`config.mk`:
```
export PLATFORM = sky130hd
export DESIGN_NAME = if_fetch_stage
export DESIGN_NICKNAME = d
export VERILOG_FILES = /design/src/rtl/if_fetch_stage.sv
export SDC_FILE = /design/constraint.sdc
export NUM_CORES = 1
export LEC_CHECK = 0
export ABC_CLOCK_PERIOD_IN_PS = 6530
export CAP_MARGIN = 15
export CORE_MARGIN = 10
export CORE_UTILIZATION = 47
export DETAILED_ROUTE_END_ITERATION = 6
export GPL_TIMING_DRIVEN = 0
export PLACE_DENSITY = 0.76
export SLEW_MARGIN = 20
export SYNTH_ARGS = -nofsm -noshare
export SYNTH_HDL_FRONTEND = slang
export SYNTH_SLANG_ARGS = --single-unit
```
`constraint.sdc`:
```
create_clock -name clk -period 6.53 [get_ports clk]
set_input_delay 0.9795 -clock clk [delete_from_list [all_inputs] [get_ports clk]]
set_output_delay 0.9795 -clock clk [all_outputs]
set_load 0.05 [all_outputs]
```
`src/rtl/if_fetch_stage.sv`:
```
`default_nettype none
// +--------------------------------------------------------------------------+
// | Module      : if_fetch_stage                                             |
// | Description : In-order instruction fetch with PC, credit-limited imem    |
// |               requests, instruction FIFO and branch redirect/flush.      |
// |               Optional IF_PERF_CNT_EN adds fetch/stall/flush counters.   |
// | Revision    : 1.0                                                        |
// +--------------------------------------------------------------------------+
module if_fetch_stage #(
  parameter logic [31:0] RESET_PC   = 32'h0000_0000,
  parameter int          FIFO_DEPTH = 2,
  parameter int          MAX_OUTST  = 2
) (
  input  logic        clk,
  input  logic        rst,
  output logic        imem_req_valid,
  input  logic        imem_req_ready,
  output logic [31:0] imem_addr,
  input  logic        imem_rsp_valid,
  input  logic [31:0] imem_rsp_data,
  input  logic        branch_taken,
  input  logic [31:0] branch_target,
  input  logic        id_ready,
  output logic        if_valid,
  output logic [31:0] if_instruction,
  output logic [31:0] if_pc
`ifdef IF_PERF_CNT_EN
  ,
  output logic [31:0] perf_fetched,
  output logic [31:0] perf_stall,
  output logic [31:0] perf_flush
`endif
);

  localparam int          c_ptr_w   = $clog2(FIFO_DEPTH);
  localparam int          c_cnt_w   = $clog2(FIFO_DEPTH + 1);
  localparam int          c_outst_w = $clog2(MAX_OUTST + 1);
  localparam logic [31:0] c_nop     = 32'h0000_0013;

  logic [31:0]          r_fetch_pc;
  logic [31:0]          r_rsp_pc;
  logic [c_outst_w-1:0] r_outst;
  logic [c_outst_w-1:0] r_discard;
  logic [c_cnt_w-1:0]   r_count;
  logic [c_ptr_w-1:0]   r_wr_ptr;
  logic [c_ptr_w-1:0]   r_rd_ptr;
  logic [31:0]          r_mem_ins [FIFO_DEPTH];
  logic [31:0]          r_mem_pc  [FIFO_DEPTH];

  logic [31:0]          w_total;
  logic                 w_credit;
  logic                 w_req_fire;
  logic                 w_push;
  logic                 w_pop;
  logic [c_outst_w-1:0] w_outst_next;
  logic [31:0]          w_target;
  logic                 w_unused_tgt_lsb;

  // Credit uses the registered count: a same-cycle pop frees no slot.
  assign w_total        = 32'(r_outst) + 32'(r_count);
  assign w_credit       = (w_total < 32'(FIFO_DEPTH)) && (32'(r_outst) < 32'(MAX_OUTST));
  assign imem_req_valid = !rst && !branch_taken && w_credit;
  assign imem_addr      = r_fetch_pc;
  assign w_req_fire     = imem_req_valid && imem_req_ready;
  assign w_push         = imem_rsp_valid && (r_discard == '0) && !branch_taken;
  assign w_pop          = if_valid && id_ready && !branch_taken;
  assign w_target       = {branch_target[31:2], 2'b00};
  assign w_unused_tgt_lsb = ^branch_target[1:0];

  always_comb begin
    w_outst_next = r_outst;
    if (w_req_fire && !imem_rsp_valid) begin
      w_outst_next = r_outst + 1'b1;
    end else if (!w_req_fire && imem_rsp_valid) begin
      w_outst_next = r_outst - 1'b1;
    end
  end

  assign if_valid       = (r_count != '0);
  assign if_instruction = if_valid ? r_mem_ins[r_rd_ptr] : c_nop;
  assign if_pc          = if_valid ? r_mem_pc[r_rd_ptr] : r_rsp_pc;

  always_ff @(posedge clk) begin
    if (rst) begin
      r_fetch_pc <= RESET_PC;
      r_rsp_pc   <= RESET_PC;
      r_outst    <= '0;
      r_discard  <= '0;
      r_count    <= '0;
      r_wr_ptr   <= '0;
      r_rd_ptr   <= '0;
    end else begin
      r_outst <= w_outst_next;
      if (branch_taken) begin
        // Everything still in flight after this cycle belongs to the old path.
        r_fetch_pc <= w_target;
        r_rsp_pc   <= w_target;
        r_discard  <= w_outst_next;
        r_count    <= '0;
        r_wr_ptr   <= '0;
        r_rd_ptr   <= '0;
      end else begin
        if (w_req_fire) begin
          r_fetch_pc <= r_fetch_pc + 32'd4;
        end
        if (imem_rsp_valid && (r_discard != '0)) begin
          r_discard <= r_discard - 1'b1;
        end
        if (w_push) begin
          r_mem_ins[r_wr_ptr] <= imem_rsp_data;
          r_mem_pc[r_wr_ptr]  <= r_rsp_pc;
          r_wr_ptr            <= r_wr_ptr + 1'b1;
          r_rsp_pc            <= r_rsp_pc + 32'd4;
        end
        if (w_pop) begin
          r_rd_ptr <= r_rd_ptr + 1'b1;
        end
        if (w_push && !w_pop) begin
          r_count <= r_count + 1'b1;
        end else if (w_pop && !w_push) begin
          r_count <= r_count - 1'b1;
        end
      end
    end
  end

`ifdef IF_PERF_CNT_EN
  always_ff @(posedge clk) begin
    if (rst) begin
      perf_fetched <= '0;
      perf_stall   <= '0;
      perf_flush   <= '0;
    end else begin
      if (w_push) begin
        perf_fetched <= perf_fetched + 32'd1;
      end
      if (if_valid && !id_ready) begin
        perf_stall <= perf_stall + 32'd1;
      end
      if (branch_taken) begin
        perf_flush <= perf_flush + 32'd1;
      end
    end
  end
`endif

endmodule
`default_nettype wire

```
==> results of run 1 <==
==> critical path, stage by stage <==
cell and delay (ns):
clkdlybuf4s50_1 0.58, or2_2 0.35, clkbuf_1 0.21, clkbuf_1 0.37, nor4_1 0.32, clkdlybuf4s50_1 0.86
==> logic make-up (layout without fill, tap and decap cells) <==
| kind of cell | after synthesis | in the layout |
|---|---|---|
| adders and majority gates | 5 | 5 |
| and+or+nand+nor | 289 | 289 |
| muxes | 69 | 69 |
| DFF | 193 | 193 |
| AOI/OAI and AO/OA | 150 | 150 |
| buffers and inverters | 63 | 265 |
| xor gates and xnor gates | 26 | 26 |
| other | 1 | 4 |
==> worst max path at each step <==
stage	from	endpoint	cells after the start
after floorplan	branch_taken	r_mem_ins[0][0]$_DFFE_PP_	4
after CTS	rst	imem_req_valid	6
final	rst	imem_req_valid	6
after global placement	rst	r_mem_ins[0][15]$_DFFE_PP_	5
after detailed placement	rst	imem_req_valid	6
after global routing	rst	imem_req_valid	6
==> registers in the layout, indices dropped and copies added, names as in the netlist, named ones only <==
| register | flops |
|---|---|
| imem_addr | 30 |
| r_count | 2 |
| r_discard | 2 |
| r_mem_ins | 64 |
| r_mem_pc | 60 |
| r_outst | 2 |
| r_rd_ptr | 1 |
| r_rsp_pc | 30 |
| r_wr_ptr | 1 |
==> final cells by class <==
cell class / instances / area (um^2) / share of cell area, %
clock inverters: 15 / 123 / 1.07
repair buffers: 170 / 1700 / 14.9
multi-input cells: 543 / 3530 / 30.9
well taps: 234 / 293 / 2.56
clock buffers: 17 / 425 / 3.72
inverters: 12 / 45.0 / 0.394
flip-flops and latches: 193 / 5100 / 44.7
plain buffers: 51 / 210 / 1.84
==> where the power goes <==
| part | leakage, nW | internal, mW | total [mW] | switching [mW] |
|---|---|---|---|---|
| Combinational | 1.67 | 0.176 | 0.500 | 0.324 |
| Sequential | 1.70 | 1.34 | 1.40 | 0.0535 |
| Clock | 0.268 | 0.500 | 0.986 | 0.486 |
| Total | 3.64 | 2.02 | 2.88 | 0.863 |
==> per-layer routing <==
layer	up-vias	GRT usage (%)
li1	3421	-
met1	3432	26.2
met2	385	31.3
met3	64	5.68
met4	0	6.41
met5	-	0
==> placed cells by master, fill, tap and decap left out, drive strengths merged, types with 3 or more instances in the layout <==
| cell | instances |
|---|---|
| a211oi | 15 |
| a21boi | 11 |
| a21oi | 8 |
| a221oi | 3 |
| a22oi | 3 |
| a311o | 3 |
| a311oi | 10 |
| a31oi | 14 |
| a41oi | 3 |
| and2 | 7 |
| and3 | 12 |
| and4 | 10 |
| buf | 22 |
| clkbuf | 55 |
| clkdlybuf4s50 | 161 |
| clkinv | 5 |
| conb | 4 |
| dfxtp | 69 |
| edfxtp | 124 |
| ha | 4 |
| inv | 20 |
| mux2i | 68 |
| nand2 | 75 |
| nand2b | 3 |
| nand3 | 28 |
| nand4 | 31 |
| nor2 | 67 |
| nor3 | 11 |
| nor4 | 9 |
| o211ai | 7 |
| o21a | 5 |
| o21ai | 37 |
| o311ai | 11 |
| o31ai | 13 |
| or3 | 12 |
| or4 | 17 |
| xnor2 | 10 |
| xor2 | 16 |
==> summary.txt, run 1 <==
Status
  – Status: completed

Clock network
  – CTS resizes: 0
  – Clock buffer count from CTS: 17
  – Worst-Skew Late Latency: 0.44 ns
  – H-tree depth: 4
  – Clock transition at path regs: 0.07 ns
  – Max Root-Sink Buffers: 2
  – Clk root buf: clkbuf_16
  – Hold-fix buffers, CTS: 0
  – CTS tree: yes
  – Clock Sinks: 193
  – Post-CTS Setup Bufs: 0

Power and ir drop
  – Peak supply drop: 0.000179 V
  – Leakage: 3.64 nW
  – PwrDens: 252 nW/um^2
  – Total Power: 2.88 mW

STA
  – Maximum clock frequency: 216 MHz
  – Fin crit period: 4.64 ns
  – Unrepaired setup endpoints after global routing: false
  – Fin. Hold Viols: 0
  – Slew Limit Fails: 0
  – Rel. slew slack: 44.3%
  – Fin Hold WS: 0.452 ns
  – Endpoints failing setup: 0
  – Slew @ Worst Pin: 0.833 ns
  – Skew final: 0.0155 ns
  – Fin worst setup slack: 1.89 ns
  – Fin crit share: 71.0%
  – Setup TNS: 0 ns

Place
  – Placed cell area: 10900 um^2
  – Routability congestion estimate: 0.952
  – Pre-CTS WS: 1.86 ns
  – Post-DP HPWL: 18.8 mm
  – Number of port buffers: 161
  – Inst Count DP: 1203

Route
  – DRC: 0
  – Final WL: 25.3 mm
  – Met1 WL: 10.9 mm
  – Wire length per cell: 20.5 um
  – Via count: 7302
  – Final ANT Viol Nets: 0
  – WL met3: 2.32 mm
  – Highest Signal Layer: met4
  – Routed vias/inst: 5.91
  – Initial DRC Count: 692
  – Met2 Wirelength: 11.5 mm
  – DRT Pass-1 Iters: 5

GRT
  – Pin count of the biggest net entering global routing: 44
  – Vias in the first global route: 6868
  – Global-route wire length before repair: 38.7 mm
  – Initial antenna violation count: 0
  – GRT Util Overall: 20.0%
  – Grt ovf: 0

Logic synthesis
  – Post-synthesis cell count: 796
  – Number of synthesis warnings: 0
  – Synthesized area per cell: 11.1 um^2
  – Compound-cell area share of the yosys netlist: 11.8%
  – Synth top area cells: edfxtp_1, dfxtp_1, mux2i_1
  – Post-Synth Simple-Gate Area: 16.5%
  – Post-synth EDFFs: 124
  – Main synth FF type: edfxtp_1
  – Largest family of logic cells by synthesized area: simple AND/OR/NAND/NOR gates
  – Mux cell area share after synthesis: 7.81%
  – Yosys top cell area share: 42.0%
  – Register area share after synthesis: 57.6%
  – Synth area leader: edfxtp_1
  – Synth Cell Area: 8860 um^2
  – Most frequent cell after synthesis: edfxtp_1
  – FFs w/ async S/R, synth: 0%
  – Distinct cells, synth: 53
  – Synthesis-stage register bit count: 193
  – Adder-cell share of the synthesized area: 0.791%
  – Synth cell count leaders: edfxtp_1, nand2_1, dfxtp_1
  – XOR/XNOR Fraction of Synth Area: 2.57%

Finish
  – N_diodes: 0
  – # fillers: 1504
  – Share of cells above drive strength 1: 5.19%
  – Area growth from synthesis to layout: 29.0%
  – Finished Layout Cells: 1235
  – Final core utilization: 61.3%
  – Design Area, Final: 11400 um^2
  – Layout Nets: 1063

Floorplanning
  – Die area: 24800 um^2
  – Die Span X: 157 um
  – Die height: 157 um
  – Starting density of the core: 47.5%
  – Ports: 168
  – Core area: 18600 um^2
  – Core Rows: 50

Critical path
  – Critical Setup Path Class: input port to output pin
  – Critical path arrival: 3.66 ns
  – RR Startpoint: r_count[0]$_SDFFE_PP0P_
  – R2R Path End: imem_addr[28]$_SDFFE_PP0P_
  – R2R cell count: 8
  – Startpoint Class: input port
  – CP endpoint kind: output pin
  – Reg2reg setup slack: 3.39 ns
  – CP required: 5.55 ns
  – Critical path peak fanout: 10

Job
  – Max-cap violations: 0

Hold path
  – Worst hold stages: 0
  – Worst Hold Class: flip-flop to flip-flop
  – Hold Startpoint: r_rsp_pc[19]$_SDFFE_PP0P_
  – Worst Hold End: r_mem_pc[1][19]$_DFFE_PP_
Note: power is estimated with default switching activity, not from simulation.
==> run 2: changes to the inputs <==
--- a/config.mk
+++ b/config.mk
@@ -5,13 +5,13 @@
 export SDC_FILE = /design/constraint.sdc
 export NUM_CORES = 1
 export LEC_CHECK = 0
-export ABC_CLOCK_PERIOD_IN_PS = 6530
+export ABC_CLOCK_PERIOD_IN_PS = 4500
 export CAP_MARGIN = 15
 export CORE_MARGIN = 10
-export CORE_UTILIZATION = 47
+export CORE_UTILIZATION = 52
 export DETAILED_ROUTE_END_ITERATION = 6
 export GPL_TIMING_DRIVEN = 0
-export PLACE_DENSITY = 0.76
+export PLACE_DENSITY = 0.8
 export SLEW_MARGIN = 20
 export SYNTH_ARGS = -nofsm -noshare
 export SYNTH_HDL_FRONTEND = slang
==> constraint.sdc (replaced) <==
create_clock -name clk -period 4.5 [get_ports clk]
set_input_delay 0.675 -clock clk [delete_from_list [all_inputs] [get_ports clk]]
set_output_delay 0.675 -clock clk [all_outputs]
set_load 0.05 [all_outputs]
==> run 2 against run 1 <==
- design area about the same
- clock power rose by 49%
- core utilization is 7.4 points higher
- combinational power increased by 46%
- non-clock buffer count down 4
- via count grew 1.0%
==> summary.txt, run 2 (same netlist as run 1, synthesis figures left out) <==
Critical path
  – Crit path cell chain: clkdlybuf4s50_1 > or2_2 > clkbuf_1 > clkbuf_1 > nor4_1 > clkdlybuf4s50_1
  – Largest delay share family, worst path: buffers and inverters
  – CP required: 3.83 ns
  – Critical Setup Path Class: input port to output pin
  – Critical path arrival: 3.38 ns
  – Slowest-stage cell, CP: clkdlybuf4s50_1
  – Startpoint Class: input port
  – Max incr delay on CP: 0.87 ns
  – Critical path peak fanout: 10
  – CP bufs+invs: 4
  – CP endpoint kind: output pin

STA
  – Fin crit period: 4.05 ns
  – Setup TNS: 0 ns
  – Skew final: 0.00904 ns
  – Fin. Hold Viols: 0
  – Fin crit share: 90.0%
  – Maximum clock frequency: 247 MHz
  – Fin worst setup slack: 0.449 ns
  – Unrepaired setup endpoints after global routing: false
  – Slew Limit Fails: 0
  – Endpoints failing setup: 0
  – Rel. slew slack: 43.8%
  – Fin Hold WS: 0.459 ns
  – Slew @ Worst Pin: 0.840 ns

Floorplanning
  – Die Span X: 151 um
  – Die area: 22700 um^2
  – Ports: 168
  – Starting density of the core: 53.3%
  – Core Rows: 47
  – Die height: 151 um
  – Core area: 16600 um^2

Clock network
  – Clock buffer count from CTS: 17
  – Post-CTS Setup Bufs: 0
  – Clock transition at path regs: 0.07 ns
  – H-tree depth: 4
  – Clk root buf: clkbuf_16
  – Worst-Skew Late Latency: 0.43 ns
  – Max Root-Sink Buffers: 2
  – Hold-fix buffers, CTS: 0
  – CTS tree: yes
  – CTS resizes: 0
  – Clock Sinks: 193

Finish
  – Share of cells above drive strength 1: 4.71%
  – Area growth from synthesis to layout: 29.0%
  – Largest Register: r_mem_ins
  – Finished Layout Cells: 1217
  – Most common cell after layout, fill and taps aside: clkdlybuf4s50_1
  – Layout Nets: 1059
  – Largest registers: r_mem_ins: 64 flops, r_mem_pc: 60 flops
  – Max reg flops: 64
  – N_diodes: 0
  – # fillers: 1267
  – Multi-input gate area: 3530 um^2
  – Most frequent cells in the layout: clkdlybuf4s50_1, edfxtp_1, nand2_1
  – Reg area: 5100 um^2

Power and ir drop
  – Power Internal: 2.99 mW
  – Sw frac: 29.3%
  – NetSw: 1.24 mW
  – Clock share of power: 34.8%
  – PwrDens: 370 nW/um^2
  – Share of power burned in registers: 48.0%
  – Total Power: 4.23 mW
  – Comb pwr share: 17.2%
  – Peak supply drop: 0.000320 V
  – Leakage: 3.63 nW

Route
  – DRC: 0
  – Wire length per cell: 21.2 um
  – Final WL: 25.8 mm
  – DRT Pass-1 Iters: 7
  – Final ANT Viol Nets: 0
  – Via count: 7376
  – Initial DRC Count: 650
  – Routed vias/inst: 6.06

GRT
  – Pin count of the biggest net entering global routing: 35
  – GRT Util Overall: 22.3%
  – Grt ovf: 0
  – Vias in the first global route: 7176
  – Initial antenna violation count: 0
  – Global-route wire length before repair: 39.4 mm

Job
  – Max-cap violations: 0

Hold path
  – Worst Hold Class: flip-flop to flip-flop

Place
  – Pre-CTS WS: 0.465 ns
  – Post-DP HPWL: 18.8 mm
  – Inst Count DP: 1185
  – Routability congestion estimate: 0.956
  – Number of port buffers: 161

Status
  – Status: completed
[run 2: stage by stage]
stage,area (um^2),utilization (%)
finish,11400,68.7
global route,11400,68.7
CTS,11400,68.7
detailed placement,10900,65.2
global placement,10800,64.7
floorplan,8880,-
[run 2: final timing paths]
| path | from | to | slack (ns) | depth (start not counted) |
|---|---|---|---|---|
| max | rst | imem_req_valid | 0.45 | 6 |
| min | r_rsp_pc[19]$_SDFFE_PP0P_ | r_mem_pc[0][19]$_DFFE_PP_ | 0.46 | 0 |
| max reg2reg | r_count[0]$_SDFFE_PP0P_ | imem_addr[28]$_SDFFE_PP0P_ | 1.41 | 8 |
| min reg2reg | r_rsp_pc[19]$_SDFFE_PP0P_ | r_mem_pc[0][19]$_DFFE_PP_ | 0.46 | 0 |
[run 2: metal layers]
metal	global-route usage [%]	part of all wire [%]	vias up
met5	0	0	-
met4	8.31	2.2	0
met3	5.13	9.8	47
met2	36.1	47	410
met1	28.5	41	3486
li1	-	-	3433
[run 2: layout make-up]
type	count	share of cell area, %
plain buffers	51	1.84
flip-flops and latches	193	44.6
clock inverters	14	1.25
repair buffers	166	14.8
well taps	220	2.41
clock buffers	18	3.75
multi-input cells	543	30.9
inverters	12	0.394
[run 2: power by group through the flow]
stage / logic (mW) / clock network (mW) / registers [mW]
final: 0.729 / 1.47 / 2.03
after global routing: 0.769 / 1.57 / 2.04
after CTS: 0.727 / 1.48 / 2.03
after detailed placement: 0.723 / 0 / 2.07
after global placement: 0.707 / 0 / 2.06
after floorplan: 0.385 / 0 / 2.10
